$ cat src/rtl/prio_encoder_queue.sv
// Purpose: queues single-cycle request pulses on N lines and emits one encoded index per grant.
// Latency: 1 cycle from req to out_valid when the output slot is free and no competitor wins.
// Backpressure: out_valid/out_ready; while stalled the output holds and new requests merge into pending.
module prio_encoder_queue #(
  parameter int N       = 8,
  parameter int IDX_W   = $clog2(N),
  parameter int RR_MODE = 0
) (
  input  logic             clk,
  input  logic             rst,
  input  logic [N-1:0]     req,
  output logic             out_valid,
  input  logic             out_ready,
  output logic [IDX_W-1:0] out_idx,
  output logic [N-1:0]     out_onehot,
  output logic [N-1:0]     pending,
  output logic             busy
);

  typedef enum logic {
    EMPTY = 1'b0,
    FULL  = 1'b1
  } state_t;

  state_t           state;
  logic [IDX_W-1:0] last_idx;

  logic [N-1:0]     cand;
  logic             cand_any;
  logic             slot_free;
  logic             grant;
  logic [IDX_W-1:0] win_idx;
  logic [N-1:0]     win_onehot;

  // Highest set index wins; later (higher) matches overwrite earlier ones.
  function automatic logic [IDX_W-1:0] hi_pick(input logic [N-1:0] c);
    logic [IDX_W-1:0] w;
    w = '0;
    for (int i = 0; i < N; i++) begin
      if (c[i]) w = IDX_W'(i);
    end
    return w;
  endfunction

  // Round-robin: first set index at offsets 1..N above last, wrapping.
  // Scanning offsets from far to near lets the nearest match overwrite.
  function automatic logic [IDX_W-1:0] rr_pick(input logic [N-1:0] c,
                                               input logic [IDX_W-1:0] last);
    logic [IDX_W-1:0] w;
    int               pos;
    w = '0;
    for (int o = N - 1; o >= 0; o--) begin
      pos = int'(last) + 1 + o;
      if (pos >= N) pos = pos - N;
      if (c[pos]) w = IDX_W'(pos);
    end
    return w;
  endfunction

  // Decode compares against every legal index so a stray code never indexes past N-1.
  function automatic logic [N-1:0] to_onehot(input logic [IDX_W-1:0] idx);
    logic [N-1:0] oh;
    oh = '0;
    for (int i = 0; i < N; i++) begin
      if (IDX_W'(i) == idx) oh[i] = 1'b1;
    end
    return oh;
  endfunction

  // Candidate set, slot availability and the winner for this cycle.
  always_comb begin
    cand      = pending | req;
    cand_any  = |cand;
    slot_free = (state == EMPTY) || out_ready;
    grant     = slot_free && cand_any;
    if (RR_MODE != 0) begin
      win_idx = rr_pick(cand, last_idx);
    end else begin
      win_idx = hi_pick(cand);
    end
    win_onehot = to_onehot(win_idx);
  end

  // Output slot state machine, pending queue and round-robin pointer.
  // A granted line is cleared from pending even if req re-asserts it this
  // cycle, so the grant consumes that request rather than leaving a copy.
  always_ff @(posedge clk or posedge rst) begin
    if (rst) begin
      state      <= EMPTY;
      out_idx    <= '0;
      out_onehot <= '0;
      pending    <= '0;
      last_idx   <= IDX_W'(N - 1);
    end else begin
      pending <= cand & ~(grant ? win_onehot : {N{1'b0}});
      if (grant) begin
        last_idx <= win_idx;
      end
      case (state)
        EMPTY: begin
          if (cand_any) begin
            state      <= FULL;
            out_idx    <= win_idx;
            out_onehot <= win_onehot;
          end
        end
        FULL: begin
          if (out_ready) begin
            if (cand_any) begin
              out_idx    <= win_idx;
              out_onehot <= win_onehot;
            end else begin
              state      <= EMPTY;
              out_idx    <= '0;
              out_onehot <= '0;
            end
          end
        end
        default: begin
          state      <= EMPTY;
          out_idx    <= '0;
          out_onehot <= '0;
        end
      endcase
    end
  end

  assign out_valid = (state == FULL);
  assign busy      = (|pending) || out_valid;

  // Structural invariants of the output slot.
  a_onehot_idle : assert property (@(posedge clk) disable iff (rst)
    !out_valid |-> (out_onehot == '0));
  a_onehot_match : assert property (@(posedge clk) disable iff (rst)
    out_valid |-> (out_onehot == to_onehot(out_idx)));
  a_idx_range : assert property (@(posedge clk) disable iff (rst)
    out_valid |-> (int'(out_idx) < N));
  a_hold_stall : assert property (@(posedge clk) disable iff (rst)
    (out_valid && !out_ready) |=> (out_valid && $stable(out_idx) && $stable(out_onehot)));

endmodule

$ cat config.mk
export PLATFORM = sky130hd
export DESIGN_NAME = prio_encoder_queue
export DESIGN_NICKNAME = d
export VERILOG_FILES = /design/src/rtl/prio_encoder_queue.sv
export SDC_FILE = /design/constraint.sdc
export NUM_CORES = 1
export LEC_CHECK = 0
export ABC_AREA = 1
export CAP_MARGIN = 10
export CORE_ASPECT_RATIO = 1.5
export CORE_MARGIN = 5
export CORE_UTILIZATION = 45
export CTS_CLUSTER_SIZE = 25
export DETAILED_ROUTE_END_ITERATION = 6
export PLACE_DENSITY = 0.76
export SYNTH_ARGS = -nofsm -noshare
export SYNTH_HDL_FRONTEND = slang
export SYNTH_SLANG_ARGS = --single-unit
$ cat constraint.sdc
create_clock -name clk -period 1.65 [get_ports clk]
set_clock_uncertainty 0.15 [all_clocks]
set_input_delay 0.495 -clock clk [delete_from_list [all_inputs] [get_ports clk]]
set_output_delay 0.495 -clock clk [all_outputs]
set_load 0.01 [all_outputs]
==> parameters.txt <==
Parameter                              Value

Synth
  Part of the Yosys area used for sequential elements    between 40% and 50%
  Post-synthesis share of cell area spent on and, or, nand and nor gates    a little under two fifths
  Syn nets    between 100 and 150
  Multiplexer fraction of the synthesized cell area    0%
  Number of synthesized register bits    20
  Yosys warns    0
  Post-synthesis share of cell area spent on full adders, half adders and majority gates    0%
  Main combinational cell family by area after synthesis    simple AND/OR/NAND/NOR gates
  Post-Syn Area    about 0.0010 mm^2
  Cells after Synth    around 110
  Synthesized-area fraction occupied by ao, oa, aoi and oai cells    around 6.4%
  Number of distinct standard cells referenced by the synthesized netlist    24
  Average cell area after synthesis    ~9.6 um^2
  XOR/XNOR Fraction of Synth Area    0%

Worst setup path
  Critical-path maximum fanout    2
  Arrival time reported for the critical path endpoint    approximately 1.4 ns
  Biggest cell delay along the critical path    around 0.44 ns
  Kind of start point of the critical path    register
  Number of buffers and inverters on the critical path    2
  Sort of element at the end of the critical path    output port
  Reg-to-reg setup timing slack    -0.15 ns
  Standard cell with the maximum stage delay on the critical path    dfrtp_1
  Largest delay share family, worst path    flip-flops
  Series of cell instances along the critical path    nor4_4, buf_4, nand3_2, buf_6
  Setup CP Type    register to output port
  Required arrival time at the worst endpoint    1.00 ns

Clocking
  TritonCTS clock tree    done
  H-tree levels    1
  Count of hold buffers inserted by post-cts repair    0
  CTS Root Cell    clkbuf_4
  Total clock sinks    20
  Clock buffer count from CTS    3
  Clock-pin slew of the registers on the worst-case setup and hold paths    0.12 ns
  Later-pin clock latency in the skew report    0.32 ns
  Max clock buf depth    2

Pwr
  Areal power density over the cells    544 mW/mm^2
  Leak pwr    0.916 nW
  Largest voltage drop on the vdd net    slightly below 500 uV
  Total power of the final layout    between 1 and 1.5 mW

Routing
  Detailed-routed wire length on met2    just under 2 mm
  Number of nets with antenna violations after routing    0
  Post-Route M1 WL    1.24 mm
  Avg Vias per Cell    ~5.2
  Uppermost layer routed    met4
  Routed wire per std cell    between 15 and 20 um
  Residual DRC count    0
  Initial DRC count    18
  Pre-Repair DR Iteration Count    4
  Vias after detailed routing    between 1k and 1.5k
  Total length of routed wires    ~3.4 mm
  Detailed-routed wire length on met3    146 um

Timing
  Final hold slack    0.362 ns
  Max Slew Vio Count    0
  Setup WS post-layout    -0.373 ns
  Worst-case headroom to the max-slew limit    approximately four fifths
  Final worst path period share    123%
  Unrepaired setup endpoints after global routing    true
  Setup violators final    21
  Final Hold Vio Count    0
  Clock period minus final worst setup slack    2.02 ns
  Least-Margin Pin Slew    between 0.3 and 0.4 ns
  Achievable clock frequency    ~500 MHz

Global route
  Initial antenna violation count    0
  Global-route total usage across every layer    approximately 18%
  Maximum number of pins on one net before global-route repair    21
  First-pass GRT wire length    4.72 mm
  Via count of the first global-routing pass    1000
  GRT Residual Overflow    0

Cells and area
  Commonest cells after routing, fill and taps aside    buf_4, dfrtp_1, buf_6
  Final net count    between 150 and 200
  Number of diodes    0
  Fraction of final layout cells with drive strength greater than 1    roughly 55%
  Most common cell after layout, fill and taps aside    buf_4
  Post-Layout Cell Count    about 200
  Layout overhead on the synthesized area    80.4%

Status
  Outcome    finished, violations left
  Violated checks    negative setup slack

Placed design
  HPWL reported at the end of detailed placement    ~2 mm
  # placed instances    ~180
  Weighted congestion reported at the end of routability-driven placement    0.854
  Worst setup slack before clock tree synthesis    -0.467 ns
  Count of input and output buffers    31

Floorplanning
  Core footprint    roughly 0.0022 mm^2
  Vertical die dimension    approximately 69 um
  Die width    49.1 um
  Total number of placement rows    21
  DIE AREA    0.00337 mm^2
  Initial cell density of the core    between 40 and 50%
  Number of top-level pins    32

Hold path
  Type of the worst min-delay path    primary input to asynchronous set/reset pin

Job
  Max-capacitance violation count    0
## cell usage after synthesis, drive strengths merged
library cell | count | area [um^2]
and2 | 1 | 7.51
buf | 2 | 31.3
nor4 | 2 | 12.5
a21oi | 3 | 15.0
inv | 13 | 48.8
dfrtp | 20 | 500
nor2 | 15 | 85.1
o21ai | 5 | 32.5
or2 | 1 | 6.26
nand4 | 2 | 27.5
o21bai | 1 | 18.8
nand2 | 25 | 111
nand3 | 17 | 135
## per-layer routing
metal,GRT usage (%),vias up
met5,0,-
met2,34.5,34
met1,18.8,515
met4,10.4,0
li1,-,490
met3,3.87,6
## state kept, by name (all words and copies together) (netlist names)
name        flops
out_onehot      8
pending         8
out_idx         3
out_valid       1
## kinds of logic after synthesis
family,Yosys count
flip-flops,20
AO/OA/AOI/OAI,9
AND/OR/NAND/NOR,63
buffers and inverters,15
## power breakdown
part / switching (mW) / total, mW / leakage [nW] / internal [mW]
combinational: 0.102 / 0.199 / 0.667 / 0.0967
sequential: 0.0116 / 0.517 / 0.228 / 0.505
clock: 0.162 / 0.297 / 0.0210 / 0.135
total: 0.275 / 1.01 / 0.916 / 0.737
## layout make-up
cell class,instances,area [um^2]
timing repair buffer,68,639
multi-input combinational,73,606
sequential,20,500
fill,115,345
inverter,13,51.3
clock buffer,4,36.3
tap,23,28.8
## path summary, 6_finish.rpt
check                               from       endpoint  depth (start not counted)
max                           pending[4]           busy                          4
min                                  rst     out_idx[1]                          3
max reg2reg                   pending[5]     out_idx[2]                          9
min reg2reg                out_onehot[3]  out_onehot[3]                          2
max in group asynchronous            rst     pending[2]                          3
min in group clk           out_onehot[3]  out_onehot[3]                          2
## stage by stage
step	instance area, um^2	TNS [ns]	util, %
4_1_cts	1650	-0.395	74.7
3_5_place_dp	1500	-8.36	67.7
5_1_grt	1860	-3.85	84.4
2_1_floorplan	1030	0	-
3_3_place_gp	1500	-7.70	67.7
6_report	1860	-2.13	84.4
## what timing repair did
action                                  in CTS  in global routing
resized for setup                           85                 40
pin swaps                                   15                 13
endpoints found under the setup margin      40                 39
setup buffers                               10                 12
cloned                                       1                  0
## worst register-to-register path: stages, from the launching register on
cell and delay [ns]:
dfrtp_1 0.43, buf_4 0.15, buf_6 0.12, nor2_4 0.11, nand2_4 0.10, nor2_8 0.16
nand4_4 0.18, nand2_8 0.15, nand3_1 0.09, o21ai_0 0.08
Note: power is estimated with default switching activity, not from simulation.
